<file path="src/rtl/lvds_tx_framer.sv">
// TX framer: lock wait, training, sync, then header/payload/checksum lane beats into the serializer.
// Latency: every output is registered; a FIFO word reaches tx_in one cycle after capture (header beat first).
// Backpressure: the FIFO is popped only in a header cycle with RDY_enq_tx and far-end ready, otherwise an idle frame goes out.
module lvds_tx_framer #(
   parameter int                DATA_W        = 32,
   parameter int                LANE_W        = 8,
   parameter logic [LANE_W-1:0] TRAIN_PAT     = 8'h35,
   parameter logic [LANE_W-1:0] SYNC_PAT      = 8'h77,
   parameter logic [LANE_W-1:0] DATA_HDR      = 8'hA5,
   parameter logic [LANE_W-1:0] IDLE_HDR      = 8'h5A,
   parameter int                CHK_EN        = 1,
   parameter int                RESYNC_FRAMES = 64
) (
   input  logic              tx_inclock,
   input  logic              reset,
   input  logic              tx_locked,
   input  logic              rdy_from_recv,
   input  logic [DATA_W-1:0] enq_tx,
   input  logic              RDY_enq_tx,
   output logic              EN_enq_tx,
   output logic [LANE_W-1:0] tx_in,
   output logic              link_up,
   output logic [15:0]       frames_sent
);

   localparam int BEATS = DATA_W / LANE_W;
   localparam int BC_W  = (BEATS > 1) ? $clog2(BEATS) : 1;
   localparam logic [BC_W-1:0] LAST_BEAT   = BC_W'(BEATS - 1);
   localparam logic [15:0]     RESYNC_LAST = 16'(RESYNC_FRAMES - 1);

   localparam logic [2:0] S_WAIT_LOCK = 3'd0;
   localparam logic [2:0] S_TRAIN     = 3'd1;
   localparam logic [2:0] S_SYNC      = 3'd2;
   localparam logic [2:0] S_HDR       = 3'd3;
   localparam logic [2:0] S_PAYLOAD   = 3'd4;
   localparam logic [2:0] S_CHK       = 3'd5;

   // Payload must split into a whole number of lanes.
   if ((DATA_W % LANE_W) != 0 || DATA_W < LANE_W) begin : g_bad_width
      $error("lvds_tx_framer: DATA_W must be a non-zero multiple of LANE_W");
   end

   // The state register names the beat currently on tx_in.
   logic [2:0]        state,     state_nxt;
   logic [DATA_W-1:0] sr,        sr_nxt;
   logic [LANE_W-1:0] chk,       chk_nxt;
   logic [BC_W-1:0]   beat_cnt,  beat_nxt;
   logic [15:0]       rs_cnt,    rs_nxt;
   logic [15:0]       fs_nxt;
   logic [LANE_W-1:0] tx_nxt;
   logic              en_nxt;
   logic              link_nxt;
   logic              go_hdr;
   logic              frame_end;
   logic              hdr_take;
   logic [LANE_W-1:0] lane;

   assign lane     = sr[DATA_W-1 -: LANE_W];
   assign hdr_take = RDY_enq_tx & rdy_from_recv;

   // Next-state and next-beat selection; all results are registered below.
   always_comb begin
      state_nxt = state;
      tx_nxt    = '0;
      en_nxt    = 1'b0;
      sr_nxt    = sr;
      chk_nxt   = chk;
      beat_nxt  = beat_cnt;
      rs_nxt    = rs_cnt;
      fs_nxt    = frames_sent;
      go_hdr    = 1'b0;
      frame_end = 1'b0;
      link_nxt  = 1'b0;

      if (!tx_locked) begin
         // Loss of lock abandons whatever frame is in flight.
         state_nxt = S_WAIT_LOCK;
         sr_nxt    = '0;
         chk_nxt   = '0;
         beat_nxt  = '0;
      end else begin
         case (state)
            S_WAIT_LOCK: begin
               state_nxt = S_TRAIN;
               tx_nxt    = TRAIN_PAT;
            end
            S_TRAIN: begin
               if (rdy_from_recv) begin
                  state_nxt = S_SYNC;
                  tx_nxt    = SYNC_PAT;
               end else begin
                  tx_nxt    = TRAIN_PAT;
               end
            end
            S_SYNC: begin
               rs_nxt = '0;
               go_hdr = 1'b1;
            end
            S_HDR: begin
               state_nxt = S_PAYLOAD;
               beat_nxt  = '0;
               tx_nxt    = lane;
               chk_nxt   = chk ^ lane;
               sr_nxt    = sr << LANE_W;
            end
            S_PAYLOAD: begin
               if (beat_cnt == LAST_BEAT) begin
                  if (CHK_EN != 0) begin
                     state_nxt = S_CHK;
                     tx_nxt    = chk;
                  end else begin
                     frame_end = 1'b1;
                  end
               end else begin
                  beat_nxt = beat_cnt + BC_W'(1);
                  tx_nxt   = lane;
                  chk_nxt  = chk ^ lane;
                  sr_nxt   = sr << LANE_W;
               end
            end
            S_CHK: begin
               frame_end = 1'b1;
            end
            default: begin
               state_nxt = S_WAIT_LOCK;
            end
         endcase

         // Frame boundary: far-end loss beats periodic re-sync, which beats the next frame.
         if (frame_end) begin
            rs_nxt = rs_cnt + 16'd1;
            if (!rdy_from_recv) begin
               state_nxt = S_TRAIN;
               tx_nxt    = TRAIN_PAT;
            end else if (RESYNC_FRAMES != 0 && rs_cnt == RESYNC_LAST) begin
               state_nxt = S_SYNC;
               tx_nxt    = SYNC_PAT;
            end else begin
               go_hdr = 1'b1;
            end
         end

         // Header beat: take the FIFO head if possible, otherwise send an idle frame.
         if (go_hdr) begin
            state_nxt = S_HDR;
            chk_nxt   = '0;
            if (hdr_take) begin
               tx_nxt = DATA_HDR;
               en_nxt = 1'b1;
               sr_nxt = enq_tx;
               fs_nxt = frames_sent + 16'd1;
            end else begin
               tx_nxt = IDLE_HDR;
               sr_nxt = '0;
            end
         end
      end

      link_nxt = (state_nxt == S_HDR) || (state_nxt == S_PAYLOAD) || (state_nxt == S_CHK);
   end

   // State, datapath and output registers with asynchronous clear.
   always_ff @(posedge tx_inclock or posedge reset) begin
      if (reset) begin
         state       <= S_WAIT_LOCK;
         sr          <= '0;
         chk         <= '0;
         beat_cnt    <= '0;
         rs_cnt      <= '0;
         tx_in       <= '0;
         EN_enq_tx   <= 1'b0;
         link_up     <= 1'b0;
         frames_sent <= '0;
      end else begin
         state       <= state_nxt;
         sr          <= sr_nxt;
         chk         <= chk_nxt;
         beat_cnt    <= beat_nxt;
         rs_cnt      <= rs_nxt;
         tx_in       <= tx_nxt;
         EN_enq_tx   <= en_nxt;
         link_up     <= link_nxt;
         frames_sent <= fs_nxt;
      end
   end

endmodule
</file>
<file path="config.mk">
export PLATFORM = sky130hd
export DESIGN_NAME = lvds_tx_framer
export DESIGN_NICKNAME = d
export VERILOG_FILES = /design/src/rtl/lvds_tx_framer.sv
export SDC_FILE = /design/constraint.sdc
export NUM_CORES = 1
export LEC_CHECK = 0
export CELL_PAD_IN_SITES_DETAIL_PLACEMENT = 1
export CELL_PAD_IN_SITES_GLOBAL_PLACEMENT = 1
export CORE_MARGIN = 2
export CORE_UTILIZATION = 30
export DETAILED_ROUTE_END_ITERATION = 7
export PLACE_DENSITY_LB_ADDON = 0.1
export SYNTH_ARGS = -nofsm -noshare
export SYNTH_HDL_FRONTEND = slang
export SYNTH_SLANG_ARGS = --single-unit
export TNS_END_PERCENT = 50
</file>
<file path="constraint.sdc">
create_clock -name tx_inclock -period 3.6 [get_ports tx_inclock]
set_input_delay 1.08 -clock tx_inclock [delete_from_list [all_inputs] [get_ports tx_inclock]]
set_output_delay 1.08 -clock tx_inclock [all_outputs]
set_load 0.01 [all_outputs]
</file>
[Yosys cells after proc, flatten, opt, wreduce, memory -nomap -nowiden]
Cells that the tools add are included.
Storage, ports and cells
  word-level logic and storage cells: 78
  RAM bits: 0
  bits in registers: 87
  bits in read-only memories: 0
  memories kept: 0
  latch bits: 0
  output and inout bits: 26
  bits of input ports: 37
Cells by class
  equal/unequal tests: 14
  $add $sub $neg: 3
  reductions and logical operators: 9
  $lt $le $gt $ge: 0
  multiplexer cells: 41
  divide/modulo/power cells: 0
  shifts and indexed selects: 0
  bitwise logic cells: 2
  $mul: 0
Operator list (count)
  32-bit 2-to-1 mux: 4
  8-bit 2-to-1 mux: 10
  32-bit case mux with 2 select lines: 1
  16-bit by 1-bit adder with 16-bit output (second input constant): 2
  16-bit 2-to-1 mux: 2
  8-bit case mux with 4 select lines: 1
  3-bit 2-to-1 mux: 7
  16-bit by 6-bit equality test with 1-bit output (second input constant): 1
  8-bit case mux with 2 select lines: 1
  3-bit case mux with 5 select lines: 1
  3-bit equality test (second input constant): 4
  1-bit 2-to-1 mux: 10
  3-bit by 2-bit equality test with 1-bit output (second input constant): 3
  8-bit bitwise XOR: 1
  7-bit 2-to-1 mux: 1
  2-bit AND reduction: 3
  2-bit 2-to-1 mux: 2
  4-bit by 1-bit inequality test with 1-bit output (second input constant): 1
  4-bit inequality test (second input constant): 1
  2-bit case mux with 2 select lines: 1
  3-bit by 1-bit equality test with 1-bit output (second input constant): 1
  3-bit logical NOT: 1
  3-bit by 1-bit inequality test with 1-bit output (second input constant): 1
  3-bit inequality test (second input constant): 1
  other kinds (7): 8

[Longest topological paths before layout]
Gate-level depths: netlist (run 1).
  word-level depth: 11
  mapped depth: 9
  gate-level depth less buffers: 6

[Worst setup path before layout (run 1)]
OpenSTA, ideal clock, no wires.
  path kind: input port to flip-flop
  start: input port tx_locked
  end: register frames_sent[7]
  buffers on the path: 2
  stages: 7
  setup time: 126 ps
  arrival time: 2295 ps
  data required time: 3474 ps
  setup slack: 1179 ps
  cells stage by stage: clkbuf_1 -> inv_2 -> nor2_2 -> and4_1 -> clkbuf_1 -> nand4_1 -> xnor2_1
On the way
  longest elaborated chain between the ends: 1
RTL lines
  start, declared: RTL line 16  | input logic tx_locked,
  3-bit AND reduction (no line)
  end signal, assigned: RTL line 183  | frames_sent <= fs_nxt;
  end, declared: RTL line 23  | output logic [15:0] frames_sent
Every way passes these cells.
A chain may end at the register's enable or synchronous reset.

[Worst setup path after layout (run 1)]
  start: input port rdy_from_recv
  end: register frames_sent[13]
On the way
  longest elaborated chain between the ends: 4
  elaborated cells on any way between the ends: 5
  classes of those cells: mux: 3; bitwise: 1; reduce/logical: 1
RTL lines
  start, declared: RTL line 17  | input logic rdy_from_recv,
  1-bit 2-to-1 mux: RTL line 132  | if (!rdy_from_recv) begin
  1-bit 2-to-1 mux: RTL line 130  | if (frame_end) begin
  1-bit 2-to-1 mux: RTL line 75  | if (!tx_locked) begin
  3-bit AND reduction (no line) *
Every way passes the cells marked *; elsewhere a longest branch is shown, timed or not. The select of a mux whose other input is x is not followed.

==> impl_metrics.json, run 1 <==
{
  "path_max_fanout": 7,
  "cts_tree": "built",
  "multi_input_area_mm2": 0.002091,
  "vias": 3467,
  "rsz0062_at_grt": "false",
  "worstPathArrival_ps": 2830,
  "yosysTopAreaCellShare_pct": 49.03,
  "required_ps": 3830,
  "preCtsSetupSlack_ps": 627.6,
  "root_buffer": "clkbuf_16",
  "place_area_mm2": 0.005254,
  "drv_cap": 0,
  "finalSetupViolCount": 0,
  "vias_per_cell": 5.129,
  "drtAntennaViolNets": 0,
  "htreeDepth": 3,
  "dpl.hpwl_um": 8211,
  "design_area_mm2": 0.005519,
  "netlist_top_cells_count": "dfrtp_1 (87), nand3_1 (50), o21ai_0 (30)",
  "finalSetupTns_ps": 0,
  "diodes": 0,
  "synth-edff-count": 0,
  "drt-total-wl_um": 11770,
  "die-area_mm2": 0.01579,
  "synth_cells": 435,
  "yosys_warnings": 0,
  "utilization_pct": 38.12,
  "post_cts_buffers": 0,
  "numCtsBuffers": 9,
  "insertion_delay_ps": 350,
  "cts_buffer_depth": 2,
  "avgSynthCellArea_um2": 10.21,
  "clock_skew_ps": 7.380,
  "ys_seq_elements": 87,
  "hold_path_startpoint": "frames_sent[8]$_DFFE_PP0P_",
  "worstReg2RegStart": "state[2]$_DFF_PP0_",
  "first_pass_iters": 4,
  "synth.distinct_cells": 53,
  "startpoint_type": "input pin",
  "critical_path_class": "input pin to flip-flop",
  "async_flop_share_pct": 100.0,
  "critPathLaunch": "rdy_from_recv",
  "synth_nets": 475,
  "drive_above_1_share_pct": 10.57,
  "final.fill_count": 1633,
  "seqCellArea_mm2": 0.002177,
  "grt_max_degree": 57,
  "slew_headroom_pct": 34.27,
  "drtIter0Drc": 173,
  "die_w_um": 125.7,
  "synthTopCellsByArea": "dfrtp_1 (49%), nand3_1 (5.6%), o31ai_2 (5.6%)",
  "core-area_mm2": 0.01448,
  "remaining_drc_errors": 0,
  "area_delta_synth_final_pct": 24.29,
  "slew_violations": 0,
  "die_y_um": 125.7,
  "post_cts_resized": 0,
  "min_period_ps": 2605,
  "layout.nets": 529,
  "layout_setup_ws_ps": 994.8,
  "start_util_pct": 30.67,
  "io_pins": 63,
  "ir_worst_vdd_uv": 251.6,
  "min_period_over_period_pct": 72.37,
  "hold_path.class": "flip-flop to flip-flop",
  "hold_viol": 0,
  "hold_buffers": 0,
  "timing.fmax_mhz": 383.8,
  "synth_most_common_cell": "dfrtp_1",
  "grt_first_pass_wirelength_um": 19840,
  "wl_per_cell_um": 17.41,
  "cp-end-kind": "flip-flop",
  "worst_pin_slew_ps": 982.4,
  "grt_overflow": 0,
  "grt_pass1_vias": 3703,
  "io_buffers": 62,
  "status": "complete, no violations",
  "cts.sink_count": 87,
  "power_density_mw_per_mm2": 393.5,
  "rrSetupSlack_ps": 1110,
  "total_power_w": 0.002172,
  "netlist_area_mm2": 0.004441,
  "seq_area_frac_synth_pct": 49.03,
  "leakagePower_nw": 2.231,
  "routabilityCongestion": 0.7298,
  "fp-row-count": 44,
  "synth_ff_type": "dfrtp_1",
  "antenna_found_initial": 0,
  "track_usage_pct": 15.68,
  "synth_top_area_cell": "dfrtp_1",
  "clk_pin_slew_ps": 60
}
## final timing paths
check / end / depth (start not counted)
max reg2reg: sr[10]$_DFFE_PP0P_ / 5
min in group asynchronous: frames_sent[15]$_DFFE_PP0P_ / 2
max: frames_sent[13]$_DFFE_PP0P_ / 6
min: frames_sent[8]$_DFFE_PP0P_ / 1
max in group asynchronous: tx_in[7]$_DFF_PP0_ / 3
min reg2reg: frames_sent[8]$_DFFE_PP0P_ / 1
## flip-flops by register name (all words and copies together) (netlist names)
signal and count:
sr 32, beat_cnt 2, frames_sent 16, chk 8, state 3, link_up 1
EN_enq_tx 1, rs_cnt 16, tx_in 8
## critical path: stages
cell	delay (ps)
clkdlybuf4s50_1	610
nand2_1	230
nor2_2	190
and4_1	390
nand4_1	160
xnor2_1	170
## metrics by stage
stage	instances	hold WS [ps]
global placement	662	479.0
global route	676	498.5
CTS	676	493.9
floorplan	435	492.1
finish	676	484.8
detailed placement	662	482.7
## logic make-up after synthesis
family | Yosys count | share of synthesized area [%]
compound gates | 94 | 15.81
xor+xnor | 24 | 4.734
fa+ha+maj | 3 | 0.8454
mux | 25 | 5.664
flops | 87 | 49.03
simple gates | 165 | 19.58
buf+inv | 37 | 4.339
## layout make-up
type	count	area share [%]
clock buffers	13	4.715
clock inverters	1	0.09068
inverters	7	0.4988
multi-input cells	311	37.88
flip-flops and latches	87	39.45
well taps	184	4.171
repair buffers	73	13.19
## where the power goes
group	switching [W]	internal (W)	leakage, nW
logic	0.000138	0.000115	0.900
clock network	0.000375	0.000497	0.132
registers	0.0000388	0.00101	1.20
total	0.000552	0.00162	2.23
## metal layers
| metal | global-route usage, % | up-vias | share of wire (%) |
|---|---|---|---|
| met4 | 4.706 | 0 | 1.4 |
| met3 | 3.483 | 11 | 3.0 |
| met1 | 22.72 | 1724 | 51 |
| met5 | 0 | - | 0 |
| li1 | - | 1687 | - |
| met2 | 23.50 | 45 | 45 |
## layout by cell type (no fill, tap or decap), drive strengths merged, types with 5 or more instances in the layout
cell type,instances
nor3,10
mux2i,24
dfrtp,87
buf,11
or3,8
nand4,10
inv,6
o31ai,25
a31oi,5
nand3,50
o21ai,31
nand4b,5
and3,6
clkbuf,13
nand2,29
xor2,10
nor2,28
clkdlybuf4s50,62
a21oi,19
xnor2,14
Power figures use the tool's default switching activity.
==> run 2: changes to the inputs <==
==> constraint.sdc (replaced) <==
create_clock -name tx_inclock -period 2.5 [get_ports tx_inclock]
set_input_delay 0.75 -clock tx_inclock [delete_from_list [all_inputs] [get_ports tx_inclock]]
set_output_delay 0.75 -clock tx_inclock [all_outputs]
set_load 0.01 [all_outputs]
==> impl_metrics.json, run 2 (synthesis gave the netlist of run 1 again) <==
{
  "largest-register": "sr",
  "clock_skew_ps": 7.800,
  "min_period_over_period_pct": 89.04,
  "cts.sink_count": 87,
  "core-area_mm2": 0.01448,
  "area_delta_synth_final_pct": 28.54,
  "post_cts_resized": 0,
  "numCtsBuffers": 9,
  "worstPathArrival_ps": 2470,
  "power_density_mw_per_mm2": 611.1,
  "status": "complete, no violations",
  "startpoint_type": "flip-flop",
  "grt_max_degree": 63,
  "grt_pass1_vias": 3870,
  "timing.fmax_mhz": 449.2,
  "largest_reg_flops": 32,
  "dpl.hpwl_um": 8314,
  "grt_overflow": 0,
  "root_buffer": "clkbuf_16",
  "seqCellArea_mm2": 0.002177,
  "fin_hold_ws_ps": 497.3,
  "wl_per_cell_um": 17.48,
  "finalSetupViolCount": 0,
  "htreeDepth": 3,
  "cts_buffer_depth": 2,
  "vias_per_cell": 5.227,
  "routabilityCongestion": 0.7739,
  "track_usage_pct": 16.22,
  "min_period_ps": 2226,
  "io_pins": 63,
  "post_cts_buffers": 0,
  "worst_pin_slew_ps": 717.3,
  "start_util_pct": 30.67,
  "hold_path.class": "flip-flop to flip-flop",
  "die-area_mm2": 0.01579,
  "path_max_fanout": 10,
  "vias": 3586,
  "multi_input_area_mm2": 0.002091,
  "leakagePower_nw": 2.317,
  "final_cell_mix": "dfrtp_1 (87), clkdlybuf4s50_1 (62), nand3_1 (50)",
  "insertion_delay_ps": 350,
  "remaining_drc_errors": 0,
  "mostFrequentLayoutCell": "dfrtp_1",
  "utilization_pct": 39.42,
  "hold_viol": 0,
  "total_power_w": 0.003488,
  "cp-end-kind": "flip-flop",
  "drtAntennaViolNets": 0,
  "reg_top3": "sr (32), frames_sent (16), rs_cnt (16)",
  "fp-row-count": 44,
  "layout.nets": 538,
  "critical_path_class": "flip-flop to flip-flop",
  "clk_pin_slew_ps": 60,
  "io_buffers": 62,
  "drv_cap": 0,
  "required_ps": 2750,
  "rsz0062_at_grt": "false",
  "grt_first_pass_wirelength_um": 20560,
  "slew_violations": 0,
  "drtIter0Drc": 190,
  "antenna_found_initial": 0,
  "drive_above_1_share_pct": 12.55,
  "final.fill_count": 1636,
  "die_w_um": 125.7,
  "die_y_um": 125.7,
  "cts_tree": "built",
  "ir_worst_vdd_uv": 368.1,
  "slew_headroom_pct": 52.13,
  "drt-total-wl_um": 11990,
  "diodes": 0,
  "first_pass_iters": 4,
  "hold_buffers": 0
}
==> run 2: power by group <==
group	switching [W]	internal (W)
combinational	0.000218	0.000182
clock	0.000566	0.00103
sequential	0.0000436	0.00145
total	0.000828	0.00266
==> run 2: worst paths after layout <==
check | start | slack, ps | depth (start not counted) | endpoint
worst max-delay path | rs_cnt[7]$_DFFE_PP0P_ | 270 | 5 | tx_in[3]$_DFF_PP0_
worst min-delay path | frames_sent[14]$_DFFE_PP0P_ | 500 | 1 | frames_sent[14]$_DFFE_PP0P_
worst max register to register | rs_cnt[7]$_DFFE_PP0P_ | 270 | 5 | tx_in[3]$_DFF_PP0_
worst min register to register | frames_sent[14]$_DFFE_PP0P_ | 500 | 1 | frames_sent[14]$_DFFE_PP0P_
max in group asynchronous | reset | 1180 | 3 | frames_sent[3]$_DFFE_PP0P_
min in group asynchronous | reset | 710 | 2 | tx_in[7]$_DFF_PP0_
==> run 2: layout make-up <==
| class | count | share of cell area, % |
|---|---|---|
| clock buffers | 12 | 4.494 |
| clock inverters | 3 | 1.578 |
| inverters | 7 | 0.5261 |
| multi-input cells | 311 | 36.63 |
| flip-flops and latches | 87 | 38.14 |
| well taps | 184 | 4.033 |
| repair buffers | 82 | 14.60 |
==> run 2: layer usage <==
metal	routed length [µm]	GRT usage, %
met4	178	6.078
met5	0	0
met1	5780	22.60
met3	394	2.761
met2	5634	25.41
==> run 2: critical path, cell delays in order, from the launching register on <==
cell,delay [ps]
dfrtp_1,440
nor4_1,360
nand4_1,340
a31oi_4,500
o21ai_0,240
a31oi_1,240
==> run 2: through the flow <==
step	cell area [µm²]	setup slack, ps	TNS, ps	std cells
5_1_grt	5708	78.64	0	686
4_1_cts	5708	244.2	0	686
6_report	5708	273.9	0	686
3_5_place_dp	5361	-11.92	-11.92	671
3_3_place_gp	5361	77.29	0	671
2_1_floorplan	4444	409.1	0	435
